==> src/rtl/alu_sequencer.sv <==
// Control sequencer for alu_block: takes one instruction byte per start pulse and steps
// through operand load, execute, flag capture and optional writeback, one state per cycle.
module alu_sequencer #(
  parameter logic [3:0] OUT_NONE = 4'd15,
  parameter logic [3:0] LD_NONE  = 4'd15,
  parameter logic [3:0] OUT_A    = 4'd0,
  parameter logic [3:0] OUT_RES  = 4'd2,
  parameter logic [3:0] LD_A     = 4'd0,
  parameter logic [3:0] LD_B     = 4'd1,
  parameter logic [2:0] ARG_IDLE = 3'd6
) (
  input  logic       clk,
  input  logic       rst,
  input  logic       start,
  input  logic [7:0] instr,
  input  logic [3:0] flags_in,
  output logic       busy,
  output logic       done,
  output logic       src_rd,
  output logic       res_wr,
  output logic [3:0] outctl,
  output logic [3:0] loadctl,
  output logic [1:0] arg_l,
  output logic [2:0] arg_r,
  output logic       calcfn,
  output logic       alt,
  output logic       cin,
  output logic [3:0] flags
);

  localparam int unsigned OP_W    = 3;
  localparam int unsigned ARGL_W  = 2;
  localparam int unsigned ARGR_W  = 3;
  localparam int unsigned CTL_W   = 4;
  localparam int unsigned FLAG_W  = 4;
  localparam int unsigned CARRY   = 1;

  localparam logic [OP_W-1:0] OP_ADD = OP_W'(0);
  localparam logic [OP_W-1:0] OP_SUB = OP_W'(1);
  localparam logic [OP_W-1:0] OP_ADC = OP_W'(2);
  localparam logic [OP_W-1:0] OP_SBC = OP_W'(3);
  localparam logic [OP_W-1:0] OP_AND = OP_W'(4);
  localparam logic [OP_W-1:0] OP_OR  = OP_W'(5);
  localparam logic [OP_W-1:0] OP_XOR = OP_W'(6);
  localparam logic [OP_W-1:0] OP_CMP = OP_W'(7);

  typedef enum logic [2:0] {
    S_IDLE = 3'd0,
    S_LDB  = 3'd1,
    S_EXEC = 3'd2,
    S_FLAG = 3'd3,
    S_WB   = 3'd4,
    S_DONE = 3'd5
  } state_t;

  state_t              state_q, state_d;
  logic [OP_W-1:0]     op_q, op_d;
  logic                wb_q, wb_d;
  logic [ARGL_W-1:0]   argl_q, argl_d;

  logic                busy_d, done_d, src_rd_d, res_wr_d, calcfn_d, alt_d, cin_d;
  logic [CTL_W-1:0]    outctl_d, loadctl_d;
  logic [ARGL_W-1:0]   arg_l_d;
  logic [ARGR_W-1:0]   arg_r_d;
  logic [FLAG_W-1:0]   flags_d;

  // instr[2] carries no meaning for this sequencer
  logic unused_instr_bit;
  assign unused_instr_bit = instr[2];

  // Next state, then the registered controls decoded from the state being entered
  always_comb begin
    state_d   = state_q;
    op_d      = op_q;
    wb_d      = wb_q;
    argl_d    = argl_q;
    flags_d   = flags;
    busy_d    = 1'b0;
    done_d    = 1'b0;
    src_rd_d  = 1'b0;
    res_wr_d  = 1'b0;
    outctl_d  = OUT_NONE;
    loadctl_d = LD_NONE;
    arg_l_d   = '0;
    arg_r_d   = ARG_IDLE;
    calcfn_d  = 1'b0;
    alt_d     = 1'b0;
    cin_d     = 1'b0;

    case (state_q)
      S_IDLE: begin
        if (start) begin
          op_d    = instr[7:5];
          wb_d    = instr[3];
          argl_d  = instr[1:0];
          state_d = instr[4] ? S_EXEC : S_LDB;
        end
      end
      S_LDB:  state_d = S_EXEC;
      S_EXEC: state_d = S_FLAG;
      S_FLAG: begin
        flags_d = flags_in;
        state_d = wb_q ? S_WB : S_DONE;
      end
      S_WB:   state_d = S_DONE;
      S_DONE: state_d = S_IDLE;
      default: state_d = S_IDLE;
    endcase

    case (state_d)
      S_LDB: begin
        busy_d    = 1'b1;
        src_rd_d  = 1'b1;
        loadctl_d = LD_B;
        arg_l_d   = argl_d;
      end
      S_EXEC: begin
        busy_d    = 1'b1;
        outctl_d  = OUT_RES;
        calcfn_d  = 1'b1;
        arg_l_d   = argl_d;
        loadctl_d = (op_d == OP_CMP) ? LD_NONE : LD_A;
        // carry-in for ADC/SBC comes from the previous instruction's captured flags
        case (op_d)
          OP_ADD: arg_r_d = ARGR_W'(1);
          OP_SUB: begin arg_r_d = ARGR_W'(2); alt_d = 1'b1; cin_d = 1'b1; end
          OP_ADC: begin arg_r_d = ARGR_W'(1); cin_d = flags[CARRY]; end
          OP_SBC: begin arg_r_d = ARGR_W'(2); alt_d = 1'b1; cin_d = flags[CARRY]; end
          OP_AND: arg_r_d = ARGR_W'(3);
          OP_OR:  arg_r_d = ARGR_W'(4);
          OP_XOR: arg_r_d = ARGR_W'(5);
          OP_CMP: begin arg_r_d = ARGR_W'(2); alt_d = 1'b1; cin_d = 1'b1; end
          default: arg_r_d = ARG_IDLE;
        endcase
      end
      S_FLAG: begin
        busy_d  = 1'b1;
        arg_l_d = argl_d;
      end
      S_WB: begin
        busy_d   = 1'b1;
        res_wr_d = 1'b1;
        outctl_d = OUT_A;
        arg_l_d  = argl_d;
      end
      S_DONE: begin
        busy_d = 1'b1;
        done_d = 1'b1;
      end
      default: ;
    endcase
  end

  // State, latched instruction fields and registered control outputs
  always_ff @(posedge clk or negedge rst) begin
    if (!rst) begin
      state_q <= S_IDLE;
      op_q    <= '0;
      wb_q    <= 1'b0;
      argl_q  <= '0;
      busy    <= 1'b0;
      done    <= 1'b0;
      src_rd  <= 1'b0;
      res_wr  <= 1'b0;
      outctl  <= OUT_NONE;
      loadctl <= LD_NONE;
      arg_l   <= '0;
      arg_r   <= ARG_IDLE;
      calcfn  <= 1'b0;
      alt     <= 1'b0;
      cin     <= 1'b0;
      flags   <= '0;
    end else begin
      state_q <= state_d;
      op_q    <= op_d;
      wb_q    <= wb_d;
      argl_q  <= argl_d;
      busy    <= busy_d;
      done    <= done_d;
      src_rd  <= src_rd_d;
      res_wr  <= res_wr_d;
      outctl  <= outctl_d;
      loadctl <= loadctl_d;
      arg_l   <= arg_l_d;
      arg_r   <= arg_r_d;
      calcfn  <= calcfn_d;
      alt     <= alt_d;
      cin     <= cin_d;
      flags   <= flags_d;
    end
  end

endmodule

==> config.mk <==
export PLATFORM = sky130hd
export DESIGN_NAME = alu_sequencer
export DESIGN_NICKNAME = d
export VERILOG_FILES = /design/src/rtl/alu_sequencer.sv
export SDC_FILE = /design/constraint.sdc
export NUM_CORES = 1
export LEC_CHECK = 0
export ABC_AREA = 1
export CAP_MARGIN = 20
export CORE_ASPECT_RATIO = 1.2
export CORE_UTILIZATION = 49
export CTS_CLUSTER_DIAMETER = 30
export CTS_CLUSTER_SIZE = 14
export DETAILED_ROUTE_END_ITERATION = 10
export GPL_ROUTABILITY_DRIVEN = 1
export PLACE_DENSITY = 0.92
export SLEW_MARGIN = 20
export SYNTH_ARGS = -nofsm -noshare
export SYNTH_HDL_FRONTEND = slang
export SYNTH_SLANG_ARGS = --single-unit
==> constraint.sdc <==
create_clock -name clk -period 3.7 [get_ports clk]
set_input_delay 0.37 -clock clk [delete_from_list [all_inputs] [get_ports clk]]
set_output_delay 0.37 -clock clk [all_outputs]
set_load 0.1 [all_outputs]
Word level (Yosys, flattened, before mapping)
Cells that the tools add are included.
W data, S select, Z words.
{"block": "op_classes", "muxes": 23, "n_eq_ne": 16, "n_reduce_logical": 9}
{"op": "$pmux W3 S5", "n": 2}
{"op": "$eq A3 B3 Y1 const B", "n": 7}
{"op": "$eq A3 B2 Y1 const B", "n": 6}
{"op": "$pmux W4 S2", "n": 2}
{"op": "$mux W3", "n": 4}
{"op": "$eq A3 B1 Y1 const B", "n": 3}
{"op": "$mux W1", "n": 9}
{"op": "$mux W2", "n": 4}
{"op": "$logic_not A3 Y1", "n": 2}
{"op": "$reduce_or A2 Y1", "n": 3}
{"op": "$reduce_or A5 Y1", "n": 1}
{"op": "$mux W4", "n": 1}
{"op": "$reduce_or A4 Y1", "n": 1}
{"op": "$reduce_or A3 Y1", "n": 1}
{"op": "$pmux W1 S2", "n": 1}
{"op": "$reduce_and A2 Y1", "n": 1}
{"block": "totals", "in_bits": 15, "output_inout_bits": 24, "register_bits": 33, "elab_cells": 64}

Logic depth before layout (Yosys ltp)
{"block": "depth", "ltp_word": 6, "ltp_mapped": 9, "mapped_depth_nobuf": 8}

Least setup slack after synthesis
OpenSTA, ideal clock, no wires.
{"block": "synth_timing", "path_type": "reg2out", "from": "register loadctl[2]", "to": "output loadctl[2]", "arrival_time_ns": 1.227, "path_buffers": 1, "stages_incl_launch_ff": 2, "path_slack_ns": 2.103, "required_ns": 3.330, "path_cell_list": "dfstp_2 buf_4"}
{"element": "start, declared", "line_no": "22", "source": "output logic [3:0] loadctl,"}
{"element": "start signal, assigned", "line_no": "183", "source": "loadctl <= loadctl_d;"}
No word-level cell between the ends.

==> results.md <==
- Status: completed
- Number of diodes: 0
- Post-CTS Setup Bufs: 0
- Core area: 2350 sq um
- Fill count: 173
- DIE AREA: 2770 sq um
- WP depth: 1
- Avg Inst Size Synth: 9.60 sq um
- Post-layout util: 0.716
- Final Max Tran Viols: 0
- Initial Util: 0.534
- Worst-path clk slew: 0.09 ns
- Sink Count: 29
- Yosys warns: 0
- Grt total ovfl: 0
- CTS Buf Count: 5
- Final setup fails: 0
- Seq cells post-synth: 29
- Required @ worst endpoint: 3.33 ns
- Via density: 4.96
- Setup tns final: 0 ns
- Synth Cell Area: 1260 sq um
- Syn Nets: 146
- IO Pins: 39
- # nets final: 186
- # placed instances: 195
- CTS tree: yes
- DR DRC count: 0
- DIE HEIGHT: 57.5 microns
- Critical path endpoint category: output pin
- Final wirelength: 2340 microns
- Pin count of the biggest net entering global routing: 30
- Initial antenna violation count: 0
- Worst Tran Pin Value: 0.976 ns
- CP Cell Sequence: clkdlybuf4s50_1
- CP peak stage delay: 1.13 ns
- Worst-path cell with the longest stage delay: clkdlybuf4s50_1
- Hold Vio Cnt, Final: 0
- CP arrival: 2.00 ns
- Detailed Place HPWL: 1780 microns
- CP top delay family: buffers and inverters
- Min-delay worst type: in -> async
- CTS H-tree depth: 2
- Sequential fraction of the synthesis area: 0.583
- CP Launch Type: register
- Worst Skew: 0.00875 ns
- Die width: 48.2 microns
- Period utilization: 0.641
- Post-CTS Hold Buffers: 0
- P&R area growth vs syn: 33.9%
- # port buffers: 37
- Synthesized instance count: 131
- Max_slew headroom: 0.347
- Gr usage total: 0.208
- RSZ-0062 raised after global routing: false
- Non-Filler Instances: 203
- GP Congestion: 0.885
- R2r worst-path depth: 7
- Worst skew pair latency: 0.32 ns
- TritonRoute pass-1 iters: 4
- Cell variety after synth: 20
- Crit path buffers/inverters: 1
- Crit Path Category: reg -> out
- Antenna Violating Nets Remaining: 0
- First-pass GRT wire length: 3910 microns
- Min Clock Period, post-route: 2.37 ns
- FMAX: 421 MHz
- Vias: 1006
- Vias in the first global route: 964
- Wire length per cell: 11.5 microns
- Share of post-route cells with drive strength above 1: 0.174
- Root buffer cell: clkbuf_4
- Crit path max fanout: 3
- Initial DRC Count: 13
- Clock tree buffer depth: 2
- Core Rows: 19
- PostCTS Resize Cnt: 0
- Max Cap Viol: 0
logic make-up (layout without fill, tap and decap cells):
group                  count (synthesis)  count (layout)  synth area share
AND/OR/NAND/NOR                       70              70             0.285
buffers and inverters                 23              64            0.0866
flip-flops                            29              29             0.583
AO/OA/AOI/OAI                          9               9            0.0458
through the flow:
| stage | hold WS (ns) | setup WS, ns | instance area [sq um] |
|---|---|---|---|
| global route | 0.423 | 1.27 | 1680 |
| detailed placement | 0.467 | 1.67 | 1630 |
| finish | 0.409 | 1.33 | 1680 |
| global placement | 0.461 | 1.69 | 1630 |
| floorplan | 0.0744 | 2.10 | 1260 |
| CTS | 0.413 | 1.31 | 1680 |
cells in the final DEF (no fill, tap or decap):
cell type and count:
nand2_1 32, dfstp_2 6, o21ai_0 4, nand2_2 8, nand3_1 11, o22ai_1 1
clkbuf_4 5, nand3b_1 2, a21oi_1 3, nor3_2 1, dfrtp_1 23, clkbuf_1 1
nand4_1 1, nor2_4 3, or2_2 1, nor2_1 7, clkinv_2 2, nand2_4 2
buf_4 1, clkdlybuf4s50_1 37, inv_1 18, a21oi_4 1, or2_0 2
registers in the layout, summed over array words and instances, names as in the netlist:
register,cells
calcfn,1
loadctl,2
wb_q,1
done,1
cin,1
outctl,2
arg_r,3
state_q,3
argl_q,2
flags,4
src_rd,1
arg_l,2
busy,1
alt,1
op_q,3
res_wr,1
per-layer routing:
metal / vias to the layer above / wire length, microns / GRT usage
li1: 482 / - / -
met1: 467 / 881 / 0.223
met2: 48 / 1240 / 0.330
met3: 9 / 158 / 0.0854
met4: 0 / 65 / 0.115
met5: - / 0 / 0
final cells by class:
| cell class | instances | area (sq um) | share of cell area |
|---|---|---|---|
| well taps | 31 | 38.8 | 0.0230 |
| repair buffers | 38 | 378 | 0.224 |
| clock buffers | 6 | 41.3 | 0.0245 |
| inverters | 18 | 67.6 | 0.0401 |
| multi-input cells | 79 | 415 | 0.247 |
| clock inverters | 2 | 10.0 | 0.00594 |
| flip-flops and latches | 29 | 733 | 0.435 |
synthesized netlist by cell type:
| library cell | count | area share |
|---|---|---|
| nand2_1 | 32 | 0.096 |
| dfrtp_1 | 23 | 0.46 |
| inv_1 | 18 | 0.054 |
| nand3_1 | 11 | 0.044 |
| nand2_2 | 8 | 0.040 |
| nor2_1 | 7 | 0.021 |
| dfstp_2 | 6 | 0.13 |
| buf_4 | 4 | 0.024 |
| o21ai_0 | 4 | 0.016 |
| a21oi_1 | 3 | 0.012 |
| nor2_4 | 3 | 0.027 |
| nand2_4 | 2 | 0.018 |
| nand3b_1 | 2 | 0.012 |
| or2_0 | 2 | 0.0099 |
| a21oi_4 | 1 | 0.013 |
| buf_6 | 1 | 0.0090 |
| nand4_1 | 1 | 0.0050 |
| nor3_2 | 1 | 0.0080 |
| o22ai_1 | 1 | 0.0050 |
| or2_2 | 1 | 0.0050 |
final timing paths:
| check | start | to | slack [ns] |
|---|---|---|---|
| worst max-delay path | loadctl[2] | loadctl[3] | 1.33 |
| worst min-delay path | rst | arg_l[1] | 0.41 |
| worst max register to register | state_q[0] | loadctl[2] | 2.15 |
| worst min register to register | flags[0] | flags[0] | 0.49 |
| max in group asynchronous | rst | arg_r[1] | 2.97 |
| min in group clk | flags[0] | flags[0] | 0.49 |
Power is not shown: default switching activity piles up to over one toggle a cycle in this logic, so the estimate is an artifact.
